[config.mk]
export PLATFORM = sky130hd
export DESIGN_NAME = scan_ser_tx_flat
export DESIGN_NICKNAME = d
export VERILOG_FILES = /design/src/rtl/scan_ser_tx_pkg.sv /design/src/rtl/scan_ser_tx_if.sv /design/src/rtl/ser_bit_tmr.sv /design/src/rtl/scan_ser_tx.sv /design/src/flat_wrapper.sv
export SDC_FILE = /design/constraint.sdc
export NUM_CORES = 1
export LEC_CHECK = 0
export ABC_AREA = 1
export CAP_MARGIN = 10
export CORE_ASPECT_RATIO = 1.25
export CORE_UTILIZATION = 30
export CTS_CLUSTER_DIAMETER = 200
export DETAILED_ROUTE_END_ITERATION = 6
export PLACE_DENSITY = 0.58
export SETUP_SLACK_MARGIN = 0.3
export SLEW_MARGIN = 25
export SYNTH_ARGS = -nofsm -noshare
export SYNTH_HDL_FRONTEND = slang
export SYNTH_HIERARCHICAL = 1
export SYNTH_SLANG_ARGS = --single-unit
[constraint.sdc]
create_clock -name sys_clk -period 3.9 [get_ports sys_clk]
set_input_delay 0.78 -clock sys_clk [delete_from_list [all_inputs] [get_ports sys_clk]]
set_output_delay 0.78 -clock sys_clk [all_outputs]
set_load 0.01 [all_outputs]
[src/rtl/scan_ser_tx_pkg.sv]
// Link-wide defaults and FSM encoding for the framed serial link, shared with the full_scan receive side.
// No logic; latency and backpressure are defined by the modules that import it.
package scan_ser_tx_pkg;

    localparam int DEF_DATA_W   = 16;
    localparam int DEF_HALF_PER = 1;
    localparam int DEF_GAP_BITS = 1;

    typedef enum logic [1:0] {
        ST_IDLE  = 2'd0,
        ST_SHIFT = 2'd1,
        ST_GAP   = 2'd2
    } ser_state_t;

    // Bits needed to count 0..n-1, never less than one.
    function automatic int cnt_w(input int n);
        return (n <= 2) ? 1 : $clog2(n);
    endfunction

endpackage

[src/rtl/scan_ser_tx_if.sv]
// Parallel word handshake into the serial transmitter: accept = i_tx_vld & o_tx_rdy at posedge.
// Pure wiring, zero latency; the producer holds i_tx_vld until it sees o_tx_rdy.
interface scan_ser_tx_if import scan_ser_tx_pkg::*; #(
    parameter int DATA_W = DEF_DATA_W
) ();

    logic [DATA_W-1:0] i_tx_data;
    logic              i_tx_vld;
    logic              o_tx_rdy;

    modport master (output i_tx_data, output i_tx_vld, input  o_tx_rdy);
    modport slave  (input  i_tx_data, input  i_tx_vld, output o_tx_rdy);

endinterface

[src/rtl/ser_bit_tmr.sv]
// Half-bit timer: o_half_tick pulses in the last cycle of every HALF_PER-cycle half period, o_phase_hi marks the clock-high half.
// i_clr restarts at the start of a high half; with i_en low the count simply holds.
module ser_bit_tmr #(
    parameter int HALF_PER = 1
) (
    input  logic sys_clk,
    input  logic rst_n,
    input  logic i_en,
    input  logic i_clr,
    output logic o_half_tick,
    output logic o_phase_hi
);

    localparam int              HW       = $clog2(HALF_PER + 1);
    localparam logic [HW-1:0]   CNT_LAST = HW'(HALF_PER - 1);

    logic [HW-1:0] r_cnt;
    logic          r_phase_hi;
    logic          w_tick;

    assign w_tick      = i_en & ~i_clr & (r_cnt == CNT_LAST);
    assign o_half_tick = w_tick;
    assign o_phase_hi  = r_phase_hi;

    always_ff @(posedge sys_clk or negedge rst_n) begin
        if (!rst_n) begin
            r_cnt      <= '0;
            r_phase_hi <= 1'b0;
        end else if (i_clr) begin
            r_cnt      <= '0;
            r_phase_hi <= 1'b1;
        end else if (i_en) begin
            if (w_tick) begin
                r_cnt      <= '0;
                r_phase_hi <= ~r_phase_hi;
            end else begin
                r_cnt <= r_cnt + 1'b1;
            end
        end
    end

endmodule

[src/rtl/scan_ser_tx.sv]
// Framed serial transmitter: one word per 1 + 2*HALF_PER*(DATA_W+GAP_BITS) cycles, MSB first, fs on bit 0, bit 0 starts on the accept edge.
// o_tx_rdy is high only in IDLE, so a word offered while busy waits for the next IDLE cycle.
module scan_ser_tx import scan_ser_tx_pkg::*; #(
    parameter int DATA_W   = DEF_DATA_W,
    parameter int HALF_PER = DEF_HALF_PER,
    parameter int GAP_BITS = DEF_GAP_BITS
) (
    input  logic         sys_clk,
    input  logic         rst_n,
    scan_ser_tx_if.slave tx,
    output logic         o_ser_clk,
    output logic         o_ser_fs,
    output logic         o_ser_d,
    output logic         o_busy
);

    localparam int            BW       = $clog2(DATA_W);
    localparam int            GW       = cnt_w(GAP_BITS);
    localparam logic [BW-1:0] BIT_LAST = BW'(DATA_W - 1);
    localparam logic [GW-1:0] GAP_LAST = GW'((GAP_BITS > 0) ? GAP_BITS - 1 : 0);

    ser_state_t        r_state, w_state;
    logic [DATA_W-1:0] r_sr, w_sr;
    logic [BW-1:0]     r_bit, w_bit;
    logic [GW-1:0]     r_gap, w_gap;
    logic              r_ser_clk, w_ser_clk;
    logic              r_ser_fs, w_ser_fs;
    logic              r_ser_d, w_ser_d;
    logic              r_tx_rdy, w_tx_rdy;
    logic              r_busy, w_busy;

    logic w_tmr_en, w_tmr_clr, w_half_tick, w_phase_hi;

    assign w_tmr_en = (r_state != ST_IDLE);

    ser_bit_tmr #(
        .HALF_PER (HALF_PER)
    ) u_bit_tmr (
        .sys_clk     (sys_clk),
        .rst_n       (rst_n),
        .i_en        (w_tmr_en),
        .i_clr       (w_tmr_clr),
        .o_half_tick (w_half_tick),
        .o_phase_hi  (w_phase_hi)
    );

    always_ff @(posedge sys_clk or negedge rst_n) begin
        if (!rst_n) begin
            r_state   <= ST_IDLE;
            r_sr      <= '0;
            r_bit     <= '0;
            r_gap     <= '0;
            r_ser_clk <= 1'b0;
            r_ser_fs  <= 1'b0;
            r_ser_d   <= 1'b0;
            r_tx_rdy  <= 1'b0;
            r_busy    <= 1'b0;
        end else begin
            r_state   <= w_state;
            r_sr      <= w_sr;
            r_bit     <= w_bit;
            r_gap     <= w_gap;
            r_ser_clk <= w_ser_clk;
            r_ser_fs  <= w_ser_fs;
            r_ser_d   <= w_ser_d;
            r_tx_rdy  <= w_tx_rdy;
            r_busy    <= w_busy;
        end
    end

    always_comb begin
        w_state   = r_state;
        w_sr      = r_sr;
        w_bit     = r_bit;
        w_gap     = r_gap;
        w_ser_clk = r_ser_clk;
        w_ser_fs  = r_ser_fs;
        w_ser_d   = r_ser_d;
        w_tx_rdy  = r_tx_rdy;
        w_busy    = r_busy;
        w_tmr_clr = 1'b0;

        unique case (r_state)
            ST_IDLE: begin
                w_tx_rdy  = 1'b1;
                w_ser_clk = 1'b0;
                w_ser_fs  = 1'b0;
                w_ser_d   = 1'b0;
                w_busy    = 1'b0;
                // Bit 0 goes out on the accept edge itself.
                if (tx.i_tx_vld && r_tx_rdy) begin
                    w_state   = ST_SHIFT;
                    w_sr      = tx.i_tx_data;
                    w_bit     = '0;
                    w_ser_clk = 1'b1;
                    w_ser_fs  = 1'b1;
                    w_ser_d   = tx.i_tx_data[DATA_W-1];
                    w_tx_rdy  = 1'b0;
                    w_busy    = 1'b1;
                    w_tmr_clr = 1'b1;
                end
            end
            ST_SHIFT: begin
                if (w_half_tick) begin
                    if (w_phase_hi) begin
                        w_ser_clk = 1'b0;
                    end else if (r_bit == BIT_LAST) begin
                        w_ser_clk = 1'b0;
                        w_ser_fs  = 1'b0;
                        w_ser_d   = 1'b0;
                        if (GAP_BITS == 0) begin
                            w_state  = ST_IDLE;
                            w_tx_rdy = 1'b1;
                            w_busy   = 1'b0;
                        end else begin
                            w_state = ST_GAP;
                            w_gap   = '0;
                        end
                    end else begin
                        // Rotate so r_sr[DATA_W-2] is always the bit about to go out.
                        w_bit     = r_bit + 1'b1;
                        w_sr      = {r_sr[DATA_W-2:0], r_sr[DATA_W-1]};
                        w_ser_d   = r_sr[DATA_W-2];
                        w_ser_clk = 1'b1;
                        w_ser_fs  = 1'b0;
                    end
                end
            end
            ST_GAP: begin
                if (w_half_tick && !w_phase_hi) begin
                    if (r_gap == GAP_LAST) begin
                        w_state  = ST_IDLE;
                        w_tx_rdy = 1'b1;
                        w_busy   = 1'b0;
                    end else begin
                        w_gap = r_gap + 1'b1;
                    end
                end
            end
            default: begin
                w_state   = ST_IDLE;
                w_ser_clk = 1'b0;
                w_ser_fs  = 1'b0;
                w_ser_d   = 1'b0;
                w_tx_rdy  = 1'b0;
                w_busy    = 1'b0;
            end
        endcase
    end

    assign tx.o_tx_rdy = r_tx_rdy;
    assign o_ser_clk   = r_ser_clk;
    assign o_ser_fs    = r_ser_fs;
    assign o_ser_d     = r_ser_d;
    assign o_busy      = r_busy;

endmodule

[src/flat_wrapper.sv]
// flat-port wrapper written by rule: the top's interface ports become plain ports
module scan_ser_tx_flat import scan_ser_tx_pkg::*;
#(
    parameter int DATA_W   = DEF_DATA_W,
    parameter int HALF_PER = DEF_HALF_PER,
    parameter int GAP_BITS = DEF_GAP_BITS
)
  (sys_clk, rst_n, o_ser_clk, o_ser_fs, o_ser_d, o_busy, tx_i_tx_data, tx_i_tx_vld, tx_o_tx_rdy);
  scan_ser_tx_if #(.DATA_W(DATA_W)) tx_i ();
  input  logic sys_clk;
  input  logic rst_n;
  output logic o_ser_clk;
  output logic o_ser_fs;
  output logic o_ser_d;
  output logic o_busy;
  input wire logic [$bits(tx_i.i_tx_data)-1:0] tx_i_tx_data;
  input wire logic [$bits(tx_i.i_tx_vld)-1:0] tx_i_tx_vld;
  output wire logic [$bits(tx_i.o_tx_rdy)-1:0] tx_o_tx_rdy;
  assign tx_i.i_tx_data = tx_i_tx_data;
  assign tx_i.i_tx_vld = tx_i_tx_vld;
  assign tx_o_tx_rdy = tx_i.o_tx_rdy;
  scan_ser_tx #(.DATA_W(DATA_W), .HALF_PER(HALF_PER), .GAP_BITS(GAP_BITS)) u_core (.sys_clk(sys_clk), .rst_n(rst_n), .tx(tx_i), .o_ser_clk(o_ser_clk), .o_ser_fs(o_ser_fs), .o_ser_d(o_ser_d), .o_busy(o_busy));
endmodule
==> impl_metrics.env <==
export IMPL_rsz0062_at_grt="false"
export IMPL_finalSetupViolCount=0
export IMPL_period_share=0.582
export IMPL_syn_to_final_growth_pct=23.7
export IMPL_ys_seq_area_frac=0.493
export IMPL_crit_path_end_kind="flop"
export IMPL_worst_hold_path_type="reg2reg"
export IMPL_report_power_total_mw=1.43
export IMPL_fin_hold_ws_ps=475
export IMPL_antenna_found_initial=0
export IMPL_worst_pin_slew_ps=641
export IMPL_yosysUniqueCellTypes=18
export IMPL_fin_worst_skew_ps=10.5
export IMPL_grt_ovfl_total=0
export IMPL_syn_inst=207
export IMPL_p_leak_nw=0.989
export IMPL_fin_ws_ps=1630
export IMPL_clk_pin_slew_ps=60
export IMPL_crit_fanout=26
export IMPL_cts_sinks=29
export IMPL_cp_slowest_cell="clkdlybuf4s50_1"
export IMPL_power_per_cell_area_nw_per_um2=783
export IMPL_port_buffers=23
export IMPL_numCtsBuffers=5
export IMPL_syn_nets=227
export IMPL_multi_input_area_um2=638
export IMPL_ys_seq_elements=29
export IMPL_critPathMaxStageDelay_ps=450
export IMPL_yosys_warnings=6
export IMPL_cpLargestDelayFamily="simple AND/OR/NAND/NOR gates"
export IMPL_diodes=0
export IMPL_core_um2=4730
export IMPL_fin_crit_ps=2270
export IMPL_drv_slew=0
export IMPL_timing_hold_violations_final=0
export IMPL_post_cts_resized=0
export IMPL_cp_common_cell="nand2_1"
export IMPL_io_pins=24
export IMPL_wirelength_um=2970
export IMPL_crit_type="in2reg"
export IMPL_die_w_um=64.7
export IMPL_drtAntennaViolNets=0
export IMPL_relSlewSlack=0.571
export IMPL_outcome="finished, final reports clean"
export IMPL_fmax_mhz=440
export IMPL_syn_area_um2=1470
export IMPL_drt_iter0_drc=38
export IMPL_post_drt_wl_per_cell_um=10.1
export IMPL_worstPathCellList="clkdlybuf4s50_1, nand2_1, nor2_1, nor2_1, inv_1, nor2_1, nand2_1, nand2_1, nand2_4, inv_4, nand2_1, nand2_1"
export IMPL_final_cell_mix="nand2_1 (128), dfrtp_1 (29), clkdlybuf4s50_1 (23)"
export IMPL_grt_util_all_layers=0.137
export IMPL_dieHeight_um=80.3
export IMPL_cp_data_arrival_time_ps=2440
export IMPL_hpwlAfterDp_um=2000
export IMPL_dp_slack_ps=1340
export IMPL_yosys_top_cells_area="dfrtp_1 (49%), nand2_1 (33%), inv_1 (2.8%)"
export IMPL_synth_top_area_frac=0.493
export IMPL_required_ps=4070
export IMPL_cp_start_kind="primary input"
export IMPL_routabilityCongestion=0.822
export IMPL_clock_latency_ps=280
export IMPL_drive_gt1_frac=0.0601
export IMPL_grt_max_degree=30
export IMPL_cts_tree="built"
export IMPL_cp_buffers_inverters=3
export IMPL_route_detailed_drc=0
export IMPL_die_area_um2=5190
export IMPL_syn_avg_cell_area_um2=7.11
export IMPL_grt_pass1_vias=1234
export IMPL_mostFrequentLayoutCell="nand2_1"
export IMPL_synth_top_area_cell="dfrtp_1"
export IMPL_start_util=0.311
export IMPL_via_count=1280
export IMPL_ir_drop_v=0.000297
export IMPL_drv_cap=0
export IMPL_grt_first_pass_wirelength_um=5350
export IMPL_cts_htree_levels=2
export IMPL_via_per_inst=4.37
export IMPL_clock_root_buffer="clkbuf_8"
export IMPL_nFillCells=508
export IMPL_final_nets=252
export IMPL_tns_ps=0
export IMPL_num_rows=28
export IMPL_cts_max_path_buffers=2
export IMPL_cts_setup_buffers=0
export IMPL_cts_hold_buffers=0
export IMPL_firstDrtPassIters=4
export IMPL_seqCellArea_um2=726
[report_power, final]
part	switching [mW]	internal, mW	leakage, nW
Clock	0.116	0.123	0.0450
Combinational	0.444	0.240	0.574
Sequential	0.0732	0.429	0.371
[worst reg2reg max path, delay by kind of cell (launching register included)]
family	cells	cell delay, ps
simple gates	9	1070
flops	1	430
buf+inv	3	330
[final timing paths]
kind                                             endpoint  slack (ps)                          start  cells past startpoint
max                            u_core/o_ser_d$_DFFE_PN0P_        1630                    tx_i_tx_vld                     12
min                           u_core/o_ser_fs$_DFFE_PN0P_         470    u_core/o_ser_fs$_DFFE_PN0P_                      2
max reg2reg                    u_core/o_ser_d$_DFFE_PN0P_        1960  u_core/r_state[0]$_DFFE_PN0P_                     12
min reg2reg                   u_core/o_ser_fs$_DFFE_PN0P_         470    u_core/o_ser_fs$_DFFE_PN0P_                      2
max in group asynchronous      u_core/r_sr[7]$_DFFE_PN0P_        2720                          rst_n                      2
min in group asynchronous  u_core/tx.o_tx_rdy$_DFFE_PN0P_         890                          rst_n                      2
[logic make-up (layout without fill, tap and decap cells)]
family          Yosys count  count (layout)  synth area share
simple gates            149             149             0.398
flops                    29              29             0.493
buf+inv                  21              47            0.0739
compound gates            7               7            0.0272
fa+ha+maj                 1               1           0.00849
[Yosys cell counts (all sizes together)]
cell and instances:
nand2 129, dfrtp 29, inv 14, nand3 8
nor2 8, buf 7, o21ai 5, o211ai 2
or2 2, ha 1, nand4 1, nor3 1
[through the flow]
step	std cells	cell area, um2	utilization
3_5_place_dp	285	1740	0.368
5_1_grt	293	1820	0.385
3_3_place_gp	285	1740	0.368
6_report	293	1820	0.385
2_1_floorplan	207	1470	-
4_1_cts	293	1820	0.385
[cell type report]
cell class / instances / share of cell area
Clock inverter: 2 / 0.00549
Sequential cell: 29 / 0.398
Tap cell: 60 / 0.0412
Clock buffer: 6 / 0.0398
Timing Repair Buffer: 25 / 0.135
Multi-Input combinational cell: 157 / 0.350
Inverter: 14 / 0.0302
[sequential cells by signal, summed over array words and instances, names as in the netlist]
| register | flops |
|---|---|
| u_core/r_state | 2 |
| u_core/u_bit_tmr/r_cnt | 1 |
| u_core/o_busy | 1 |
| u_core/o_ser_clk | 1 |
| u_core/o_ser_fs | 1 |
| u_core/r_bit | 4 |
| u_core/u_bit_tmr/o_phase_hi | 1 |
| u_core/r_sr | 16 |
| u_core/tx.o_tx_rdy | 1 |
| u_core/o_ser_d | 1 |
[routing by layer]
metal  global-route usage  routed length (um)
met1                0.158                1370
met2                0.226                1410
met3               0.0384                 137
met4               0.0778                  56
met5                    0                   0
No activity file was read; power rests on OpenSTA's default activity.
